`config.mk`:
```
export PLATFORM = sky130hd
export DESIGN_NAME = decoder_n_to_m_skid
export DESIGN_NICKNAME = d
export VERILOG_FILES = /design/src/rtl/decoder_n_to_m_skid_pkg.sv /design/src/rtl/decoder_onehot_comb.sv /design/src/rtl/decoder_n_to_m_skid.sv
export SDC_FILE = /design/constraint.sdc
export NUM_CORES = 1
export LEC_CHECK = 0
export BUFFER_PORTS_ARGS = -buffer_cell sky130_fd_sc_hd__buf_2
export CORE_MARGIN = 2
export CORE_UTILIZATION = 50
export CTS_BUF_LIST = sky130_fd_sc_hd__clkbuf_4 sky130_fd_sc_hd__clkbuf_8 sky130_fd_sc_hd__clkbuf_16
export DETAILED_ROUTE_END_ITERATION = 10
export PLACE_DENSITY_LB_ADDON = 0.2
export RECOVER_POWER = 100
export SYNTH_ARGS = -nofsm -noshare
export SYNTH_HDL_FRONTEND = slang
export SYNTH_SLANG_ARGS = --single-unit
```
`constraint.sdc`:
```
create_clock -name clk -period 2.4 [get_ports clk]
set_input_delay 0.24 -clock clk [delete_from_list [all_inputs] [get_ports clk]]
set_output_delay 0.24 -clock clk [all_outputs]
set_load 0.02 [all_outputs]
```
`src/rtl/decoder_n_to_m_skid_pkg.sv`:
```
// Shared constants and width helper for the decoder/encoder family.
package decoder_n_to_m_skid_pkg;

    localparam int DEFAULT_N_SEL = 3;

    // Smallest index width able to address 'value' entries (never below 1).
    function automatic int clog2_width(input int value);
        int w;
        w = 1;
        for (int i = 1; i < 32; i++) begin
            if ((1 << i) < value) begin
                w = i + 1;
            end
        end
        return w;
    endfunction

endpackage

```
`src/rtl/decoder_onehot_comb.sv`:
```
// Pure combinational binary-to-one-hot decode with out-of-range flag.
module decoder_onehot_comb #(
    parameter int N_SEL     = 3,
    parameter int M_OUTPUTS = 1 << N_SEL
) (
    input  logic [N_SEL-1:0]     din,
    output logic [M_OUTPUTS-1:0] onehot,
    output logic                 err
);

    always_comb begin
        onehot = '0;
        err    = (int'(din) >= M_OUTPUTS);
        for (int i = 0; i < M_OUTPUTS; i++) begin
            if (int'(din) == i) begin
                onehot[i] = 1'b1;
            end
        end
    end

endmodule

```
`src/rtl/decoder_n_to_m_skid.sv`:
```
// Registered one-hot decoder with a 2-entry skid buffer and registered in_ready.
//
// state    | meaning
// st_empty | main and skid invalid
// st_one   | main valid, skid free
// st_full  | main and skid valid, in_ready low
module decoder_n_to_m_skid
    import decoder_n_to_m_skid_pkg::*;
#(
    parameter int N_SEL     = DEFAULT_N_SEL,
    parameter int M_OUTPUTS = 1 << N_SEL
) (
    input  logic                 clk,
    input  logic                 rst_n,
    input  logic [N_SEL-1:0]     din,
    input  logic                 in_valid,
    output logic                 in_ready,
    output logic [M_OUTPUTS-1:0] dout,
    output logic                 out_err,
    output logic                 out_valid,
    input  logic                 out_ready
);

    typedef enum logic [1:0] {
        st_empty = 2'd0,
        st_one   = 2'd1,
        st_full  = 2'd2
    } state_t;

    state_t                 state;
    state_t                 state_nxt;
    logic                   in_ready_q;
    logic [M_OUTPUTS-1:0]   main_data;
    logic                   main_err;
    logic [M_OUTPUTS-1:0]   skid_data;
    logic                   skid_err;
    logic [M_OUTPUTS-1:0]   dec_data;
    logic                   dec_err;
    logic                   in_xfer;
    logic                   out_xfer;
    logic                   load_main_in;
    logic                   load_main_skid;
    logic                   load_skid;

    // Decode ahead of storage so both registers hold {onehot, err}.
    decoder_onehot_comb #(
        .N_SEL     (N_SEL),
        .M_OUTPUTS (M_OUTPUTS)
    ) u_decode (
        .din    (din),
        .onehot (dec_data),
        .err    (dec_err)
    );

    assign in_ready  = in_ready_q;
    assign out_valid = (state != st_empty);
    assign dout      = main_data;
    assign out_err   = main_err;
    assign in_xfer   = in_valid && in_ready_q;
    assign out_xfer  = out_valid && out_ready;

    always_comb begin
        state_nxt      = state;
        load_main_in   = 1'b0;
        load_main_skid = 1'b0;
        load_skid      = 1'b0;
        case (state)
            st_empty: begin
                if (in_xfer) begin
                    load_main_in = 1'b1;
                    state_nxt    = st_one;
                end
            end
            st_one: begin
                if (in_xfer && out_xfer) begin
                    load_main_in = 1'b1;
                end else if (in_xfer) begin
                    load_skid = 1'b1;
                    state_nxt = st_full;
                end else if (out_xfer) begin
                    state_nxt = st_empty;
                end
            end
            st_full: begin
                if (out_xfer) begin
                    load_main_skid = 1'b1;
                    state_nxt      = st_one;
                end
            end
            default: begin
                state_nxt = st_empty;
            end
        endcase
    end

    always_ff @(posedge clk or negedge rst_n) begin
        if (!rst_n) begin
            state      <= st_empty;
            in_ready_q <= 1'b1;
            main_data  <= '0;
            main_err   <= 1'b0;
            skid_data  <= '0;
            skid_err   <= 1'b0;
        end else begin
            state      <= state_nxt;
            // Registered ready: look ahead at the next state, keeping out_ready off the ready path.
            in_ready_q <= (state_nxt != st_full);
            if (load_main_in) begin
                main_data <= dec_data;
                main_err  <= dec_err;
            end else if (load_main_skid) begin
                main_data <= skid_data;
                main_err  <= skid_err;
            end
            if (load_skid) begin
                skid_data <= dec_data;
                skid_err  <= dec_err;
            end
        end
    end

endmodule
```
Word-level counts from Yosys, hierarchy flattened
Cells that the tools add are included.
{"block": "op_classes", "eq_ne": 10, "muxes": 25, "n_reduce_logical": 7}
{"operator": "1-bit 2-to-1 mux", "n": 16}
{"operator": "8-bit 2-to-1 mux", "n": 2}
{"operator": "3-bit == test (second input constant)", "n": 4}
{"operator": "2-bit 2-to-1 mux", "n": 5}
{"operator": "3-bit by 2-bit == test with 1-bit output (second input constant)", "n": 2}
{"operator": "2-bit one-hot mux with 3 select lines", "n": 1}
{"operator": "2-bit nonzero test", "n": 2}
{"operator": "3-bit by 1-bit == test with 1-bit output (second input constant)", "n": 1}
{"operator": "1-bit logical AND", "n": 3}
{"operator": "3-bit zero test", "n": 1}
{"operator": "2-bit by 1-bit == test with 1-bit output (second input constant)", "n": 1}
{"operator": "2-bit == test (second input constant)", "n": 1}
{"operator": "2-bit zero test", "n": 1}
{"operator": "2-bit != test (second input constant)", "n": 1}
{"operator": "1-bit one-hot mux with 2 select lines", "n": 1}
{"block": "totals", "ff_bits": 20, "input_bits": 7}

Depth between registers and ports, before layout
Gate-level depths: netlist of run 1.
{"block": "depth", "word_depth": 7, "ltp_mapped": 5, "depth_no_buf": 3}

Cells and area by module
A second synthesis of run 1 with hierarchy kept.
{"block": "hier_totals", "hier_cells": 75, "hier_area_um2": 1027.2}
{"module": "decoder_n_to_m_skid", "instances": 1, "cells_each": 65, "area_each_um2": 950.9}
{"module": "decoder_onehot_comb", "instances": 1, "cells_each": 10, "area_each_um2": 76.3}

Least setup slack after synthesis of run 1
Ideal clock, no wire load.
{"block": "synth_timing", "kind": "reg2reg", "start": "register in_ready_q, in the netlist in_ready", "end": "register main_data[1], in the netlist dout[1]", "setup_time_ns": 0.126, "arrival_ns": 1.241, "required_time_ns": 2.274, "path_slack_ns": 1.033, "path_stages_with_launch": 4, "path_buffers": 0, "period_less_slack_ns": 1.367, "path_cell_list": "dfstp_2 > and4bb_4 > nor3_4 > a221o_1"}
{"block": "synth_between", "elab_chain_cells": 5, "word_cells_on_any_way": 7, "cone_classes": "mux: 4; reduce/logical: 3"}
{"element": "start: declaration", "line_no": "decoder_n_to_m_skid.sv:32", "rtl": "logic in_ready_q;"}
{"element": "start signal: assignment", "line_no": "decoder_n_to_m_skid.sv:107", "rtl": "in_ready_q <= (state_nxt != st_full);"}
{"element": "1-bit logical AND (*)", "line_no": "decoder_n_to_m_skid.sv:59", "rtl": "assign in_xfer = in_valid && in_ready_q;"}
{"element": "1-bit logical AND", "line_no": "decoder_n_to_m_skid.sv:75", "rtl": "if (in_xfer && out_xfer) begin"}
{"element": "1-bit 2-to-1 mux", "line_no": "decoder_n_to_m_skid.sv:75"}
{"element": "1-bit one-hot mux with 2 select lines (*)", "line_no": "decoder_n_to_m_skid.sv:67", "rtl": "case (state)"}
{"element": "8-bit 2-to-1 mux / 2-bit nonzero test (equally long branches)"}
{"element": "end signal: assignment", "line_no": "decoder_n_to_m_skid.sv:109", "rtl": "main_data <= dec_data;"}
{"element": "end signal: assignment", "line_no": "decoder_n_to_m_skid.sv:112", "rtl": "main_data <= skid_data;"}
{"element": "end: declaration", "line_no": "decoder_n_to_m_skid.sv:33", "rtl": "logic [M_OUTPUTS-1:0] main_data;"}
Every way passes the cells marked *; elsewhere a longest branch is shown, timed or not.
A chain may end at the register's enable or synchronous reset.

Final worst setup path of run 1
{"block": "layout_timing", "start": "register state[1]", "end": "register main_data[5], in the netlist dout[5]"}
{"block": "layout_between", "elab_chain_cells": 6, "word_cells_on_any_way": 12, "cone_classes": "eq/ne: 2; mux: 5; reduce/logical: 5"}
{"element": "start: declaration", "line_no": "decoder_n_to_m_skid.sv:30", "rtl": "state_t state;"}
{"element": "start signal: assignment", "line_no": "decoder_n_to_m_skid.sv:98", "rtl": "state <= st_empty;"}
{"element": "start signal: assignment", "line_no": "decoder_n_to_m_skid.sv:105", "rtl": "state <= state_nxt;"}
{"element": "2-bit nonzero test", "line_no": "decoder_n_to_m_skid.sv:56", "rtl": "assign out_valid = (state != st_empty);"}
{"element": "1-bit logical AND", "line_no": "decoder_n_to_m_skid.sv:60", "rtl": "assign out_xfer = out_valid && out_ready;"}
{"element": "1-bit logical AND", "line_no": "decoder_n_to_m_skid.sv:75"}
{"element": "1-bit 2-to-1 mux", "line_no": "decoder_n_to_m_skid.sv:75"}
{"element": "1-bit one-hot mux with 2 select lines", "line_no": "decoder_n_to_m_skid.sv:67"}
{"element": "8-bit 2-to-1 mux / 2-bit nonzero test (equally long branches)"}
Parallel ways exist; a longest one is shown, timed or not.

==> metrics.txt, run 1 <==
status=complete, no violations; share of synthesized registers carrying an async set or reset=100%; Final period util=76.6%; reg-to-reg endpoint=dout[5]; Simple-Gate Fraction of Synth Area=21.6%; Avg WL per Cell=15.9 um; DIE AREA=0.00227 mm^2; RSZ-0062 raised after global routing=no; DP HPWL=1.41 mm; worst hold path stage count=2; total wire length=1.99 mm; crit-path max cell delay=0.74 ns; share of cells above drive strength 1=14.0%; vias in the first global route=674; Seq/Total Area, Yosys=49.9%; reg2reg path depth=3; Worst Max-Slew Pin Slew=0.978 ns; Sw Share=37.7%; Bufs on Longest Clock Path=2; CTS tree=built; maxcap violations=0; P_int=636 uW; total grt overflow=0; ANT nets after route=0; mean post-synth cell area=11.2 um^2; mapped cell area=955 um^2; Critical-path top delay cell=nor3_1; root buffer cell=clkbuf_4; CTS Hold Bufs=1; Min Hold Slack=0.166 ns; CP max FO=10; largest net degree at the start of global routing=20; I/O pin total=18; clock share of power=16.6%; initial antenna violation count=0; Initial Util=54.1%; count leader, synth=dfrtp_1; post-synthesis compound-gate area fraction=20.1%; GP Congestion=0.826; Syn Nets=92; Hold WC Path Type=input port to register; clock latency on the worst-skew pair=0.29 ns; die width=47.7 um; synth warn=0; Area contributors post-synth=dfrtp_1, a221o_1, o21ai_1; hold worst-path end=state[1]; Comb pwr share=35.4%; DRC viols=0; Tmin final=1.84 ns; clock skew=0.00151 ns; Sw Pwr=385 uW; Leakage=0.000448 uW; row count=15; global-route total usage across every layer=19.8%; DRT Pass-1 Iters=4; sequential fraction of design power=48.0%; unique cell type count in the Yosys netlist=29; largest area contributor in the netlist=dfrtp_1; most instantiated cells after synthesis=dfrtp_1, o21ai_1, a221o_1; crit path buf inv count=0; critical path class=register to register; Post-synth EDFFs=0; Setup TNS=0 ns; buffer count from post-CTS setup fixing=0; reg2reg start=state[1]; number of CTS-inserted buffers=3; Synth Instances=85; CTS clk-pin slew, worst paths=0.10 ns; post-synthesis register bit count=19; Inserted Diodes=0; Reg2Reg Setup Slack=0.56 ns; Syn-to-layout area delta=8.65%; Largest delay share family, worst path=simple AND/OR/NAND/NOR gates; vias after detailed routing=722; H-Tree Depth=1; post-synthesis mux area share=2.23%; first-pass GRT wire length=3.11 mm; Critical Path RT=2.63 ns; crit path DAT=2.07 ns; nets=108; worst-path cell chain=and3b_1 > nor3_1 > a221o_1; Synth Area in Adders=0%; Fmax=0.544 GHz; PwrDens=984 mW/mm^2; CP startpoint kind=register; largest family of logic cells by synthesized area=simple AND/OR/NAND/NOR gates; xor/xnor cell area share of the yosys netlist=0%; clk sinks=19; final hold violations=0; CP endpoint kind=register; Final Setup Violations=0; Top FF cell, synth=dfrtp_1; Avg Vias per Cell=5.78; area share of the leading cell type in the synthesized netlist=47.2%; DRT iter0 DRCs=14; core area=0.00176 mm^2; height of the die=47.7 um; peak supply drop=0.486 mV; Port Buffers=16; post_cts resized=0; slew margin rel.=34.8%; worst hold start=out_ready; Pins Over Slew Limit=0
## flip-flops by register name (all words and copies together), names as in the netlist
name,cells
skid_data,8
dout,8
in_ready,1
state,2
## metal layers
metal / up-vias / routed length (um) / GRT usage, %
met1: 346 / 896 / 26.5
met5: - / 0 / 0
met2: 16 / 982 / 31.5
met3: 2 / 94 / 3.40
met4: 0 / 12 / 8.11
li1: 358 / - / -
## power by group through the flow
stage | logic, uW | clock network, uW | registers, uW
final | 362 | 169 | 490
after global routing | 394 | 192 | 503
after CTS | 392 | 175 | 490
after detailed placement | 390 | 0 | 496
after global placement | 385 | 0 | 493
after floorplan | 252 | 0 | 522
## worst max path at each step
| stage | slack (ns) | start | cells past startpoint | endpoint |
|---|---|---|---|---|
| after floorplan | 1.03 | in_ready | 3 | dout[1] |
| after global placement | 0.87 | in_ready | 3 | skid_data[5] |
| after detailed placement | 0.85 | in_ready | 3 | skid_data[1] |
| after CTS | 0.83 | in_ready | 3 | skid_data[1] |
| after global routing | 0.45 | state[1] | 3 | dout[5] |
| final | 0.56 | state[1] | 3 | dout[5] |
## layout make-up
type | instances | area [um^2]
sequential | 19 | 477
clock buffer | 4 | 30.0
inverter | 3 | 11.3
fill | 165 | 727
multi-input combinational | 56 | 404
tap | 25 | 31.3
timing repair buffer | 18 | 83.8
## worst reg2reg max path: cells and delay by family (launching register included)
family | cells | cell delay [ns]
flops | 1 | 0.47
compound gates | 1 | 0.27
simple gates | 2 | 1.05
## per-stage QoR
step	setup WS (ns)	utilization (%)	power, uW	cells	cell area (um^2)
after global placement	0.873	58.4	878	120	1030
after floorplan	1.03	-	774	85	955
after CTS	0.830	60.6	1060	125	1070
after detailed placement	0.853	58.4	887	120	1030
final	0.563	58.8	1020	125	1040
after global routing	0.454	58.8	1090	125	1040
## cell usage in the layout, fill, tap and decap left out
cell and n:
buf_2 5, dfstp_1 1, and3b_1 1, or2b_1 1, or2_1 2, inv_1 3, and4b_2 1, buf_4 1
nand2_1 3, and4bb_4 1, nor3_1 4, a221o_1 8, nor2b_1 1, conb_1 1, o41ai_1 1, o21ai_0 2
mux2i_1 1, nand3b_4 1, clkbuf_4 4, o21ai_1 8, nor2_1 3, nand4b_1 2, dlygate4sd3_1 1, nand2b_1 3
nor4b_1 1, o31ai_1 6, clkbuf_1 11, nor4_1 4, mux2_2 1, dfrtp_1 18
## cell families (layout without fill, tap and decap cells)
family                 after synthesis  count (layout)
buffers and inverters               10              25
flip-flops                          19              19
other                                1               1
AND/OR/NAND/NOR                     28              28
AO/OA/AOI/OAI                       25              25
multiplexers                         2               2
Power figures use the tool's default switching activity.
==> inputs of run 2 (changes only) <==
--- a/config.mk
+++ b/config.mk
@@ -5,6 +5,7 @@
 export SDC_FILE = /design/constraint.sdc
 export NUM_CORES = 1
 export LEC_CHECK = 0
+export ABC_AREA = 1
 export BUFFER_PORTS_ARGS = -buffer_cell sky130_fd_sc_hd__buf_2
 export CORE_MARGIN = 2
 export CORE_UTILIZATION = 50
==> constraint.sdc (replaced) <==
create_clock -name clk -period 1.8 [get_ports clk]
set_input_delay 0.18 -clock clk [delete_from_list [all_inputs] [get_ports clk]]
set_output_delay 0.18 -clock clk [all_outputs]
set_load 0.02 [all_outputs]
==> run 2 against run 1 <==
  * Final cell count increased by 32%
  * Count of clock-buffer cells in the layout decreased by 1
  * Wire length decreased by 3.3%
  * Area after synthesis increased by 5.9%
  * Final area increased by 4.1%
  * Sequential power increased by 57%
  * Register-to-register slack got worse by 0.22 ns
  * Sequential share of layout area decreased by 1.8 points
  * First-iteration DRC count increased to 2.9 times the previous value
==> metrics.txt, run 2 <==
Top FF cell, synth=dfrtp_1; Final Power=1750 uW; first-pass GRT wire length=3.32 mm; Fmax=0.669 GHz; GP Congestion=0.762; DRT iter0 DRCs=41; share of cells above drive strength 1=11.6%; die width=49.0 um; DRT Pass-1 Iters=4; Hold WC Path Type=input port to register; register area=477 um^2; vias in the first global route=768; H-Tree Depth=1; Pins Over Slew Limit=0; multi-input logic area=428 um^2; count leader, synth=nand2_1; most instantiated cells after synthesis=nand2_1, nand3_1, dfrtp_1; total grt overflow=0; global-route total usage across every layer=18.2%; clock skew=0.000901 ns; area share of the leading cell type in the synthesized netlist=44.6%; Tmin final=1.50 ns; largest area contributor in the netlist=dfrtp_1; share of synthesized registers carrying an async set or reset=100%; mapped cell area=0.00101 mm^2; I/O pin total=18; Bufs on Longest Clock Path=2; mean post-synth cell area=8.15 um^2; crit path DAT=1.32 ns; CP endpoint kind=output port; Synth Instances=124; Min Hold Slack=0.222 ns; post_cts resized=0; fill count=198; Final Setup Violations=0; DRC viols=0; height of the die=49.0 um; Area contributors post-synth=dfrtp_1, nand2_1, nand3_1; Critical-path top delay cell=dfrtp_1; synth warn=0; Post-synth EDFFs=0; RSZ-0062 raised after global routing=no; Inserted Diodes=0; peak supply drop=0.782 mV; CTS clk-pin slew, worst paths=0.11 ns; PwrDens=1620 mW/mm^2; total wire length=1.92 mm; initial antenna violation count=0; DP HPWL=1.38 mm; crit-path max cell delay=0.62 ns; unique cell type count in the Yosys netlist=17; reg2reg start=state[1]; CP startpoint kind=register; Seq/Total Area, Yosys=47.2%; core area=0.00194 mm^2; Avg Vias per Cell=5.15; DIE AREA=0.00240 mm^2; vias after detailed routing=849; status=complete, no violations; Port Buffers=16; worst-path cell chain=nor2_1 > inv_1 > clkbuf_1; critical path class=register to output port; CTS Hold Bufs=1; maxcap violations=0; clock latency on the worst-skew pair=0.30 ns; post-synthesis register bit count=19; clk sinks=19; final hold violations=0; Syn-to-layout area delta=6.81%; Worst Max-Slew Pin Slew=1.01 ns; Final Util=55.6%; ANT nets after route=0; Initial Util=52.1%; number of CTS-inserted buffers=3; CP max FO=12; row count=16; slew margin rel.=32.4%; nets=146; Syn Nets=131; CP Launch Point=state[1]; Critical Path RT=1.62 ns; commonest non-fill, non-tap cell in the layout=nand2_1; Setup TNS=0 ns; Avg WL per Cell=11.6 um; CTS tree=built; worst hold start=din[2]; commonest cells after routing, fill and taps aside=nand2_1, nand3_1, dfrtp_1; largest net degree at the start of global routing=20; root buffer cell=clkbuf_4; Final period util=83.1%; buffer count from post-CTS setup fixing=0; Leakage=0.000543 uW
-- run 2: changes by cell type after synthesis, sizes merged, moves of 3 or more --
cell    delta
nor4       -4
nor3       -4
nand4      +8
o31ai      -6
nand2b     -3
inv        +6
nand3     +26
a221o      -8
nand2     +37
-- run 2: worst paths after layout --
kind	slack, ns	cells past startpoint	endpoint
worst max-delay path	0.30	3	out_valid
worst min-delay path	0.22	3	skid_data[5]
worst max register to register	0.34	3	skid_data[6]
worst min register to register	0.51	2	skid_data[2]
max in group asynchronous	0.64	2	skid_data[6]
min in group asynchronous	0.55	2	state[0]
-- run 2: per-stage QoR --
| stage | setup slack (ns) | instances | area (um^2) |
|---|---|---|---|
| after floorplan | 0.474 | 124 | 1010 |
| after global placement | 0.403 | 160 | 1060 |
| after detailed placement | 0.383 | 160 | 1060 |
| after CTS | 0.367 | 165 | 1090 |
| after global routing | 0.186 | 165 | 1080 |
| final | 0.305 | 165 | 1080 |
-- run 2: critical path, delay by kind of cell (launching register included) --
family,cells,cell delay (ns)
buf+inv,2,0.28
flops,1,0.62
simple gates,1,0.10
-- run 2: cells by family after synthesis --
family / after synthesis / synth area share [%]
buffers and inverters: 17 / 10.5
other: 1 / 0.371
flip-flops: 19 / 47.2
AND/OR/NAND/NOR: 78 / 37.5
AO/OA/AOI/OAI: 9 / 4.46
-- run 2: per-layer routing --
| layer | part of all wire [%] | global-route usage [%] |
|---|---|---|
| met3 | 5.1 | 3.68 |
| met4 | 2.1 | 8.57 |
| met5 | 0 | 0 |
| met2 | 44 | 27.6 |
| met1 | 49 | 25.0 |
-- run 2: cell type report --
class / count / area share [%]
well taps: 27 / 3.13
multi-input cells: 88 / 39.6
flip-flops and latches: 19 / 44.1
clock inverters: 1 / 0.463
inverters: 10 / 3.48
clock buffers: 3 / 2.09
repair buffers: 17 / 7.07
-- run 2: where the power goes --
| part | internal [uW] | switching [uW] | total (uW) |
|---|---|---|---|
| clock network | 83.0 | 138 | 221 |
| registers | 627 | 141 | 768 |
| logic | 228 | 529 | 757 |
| total | 938 | 807 | 1750 |
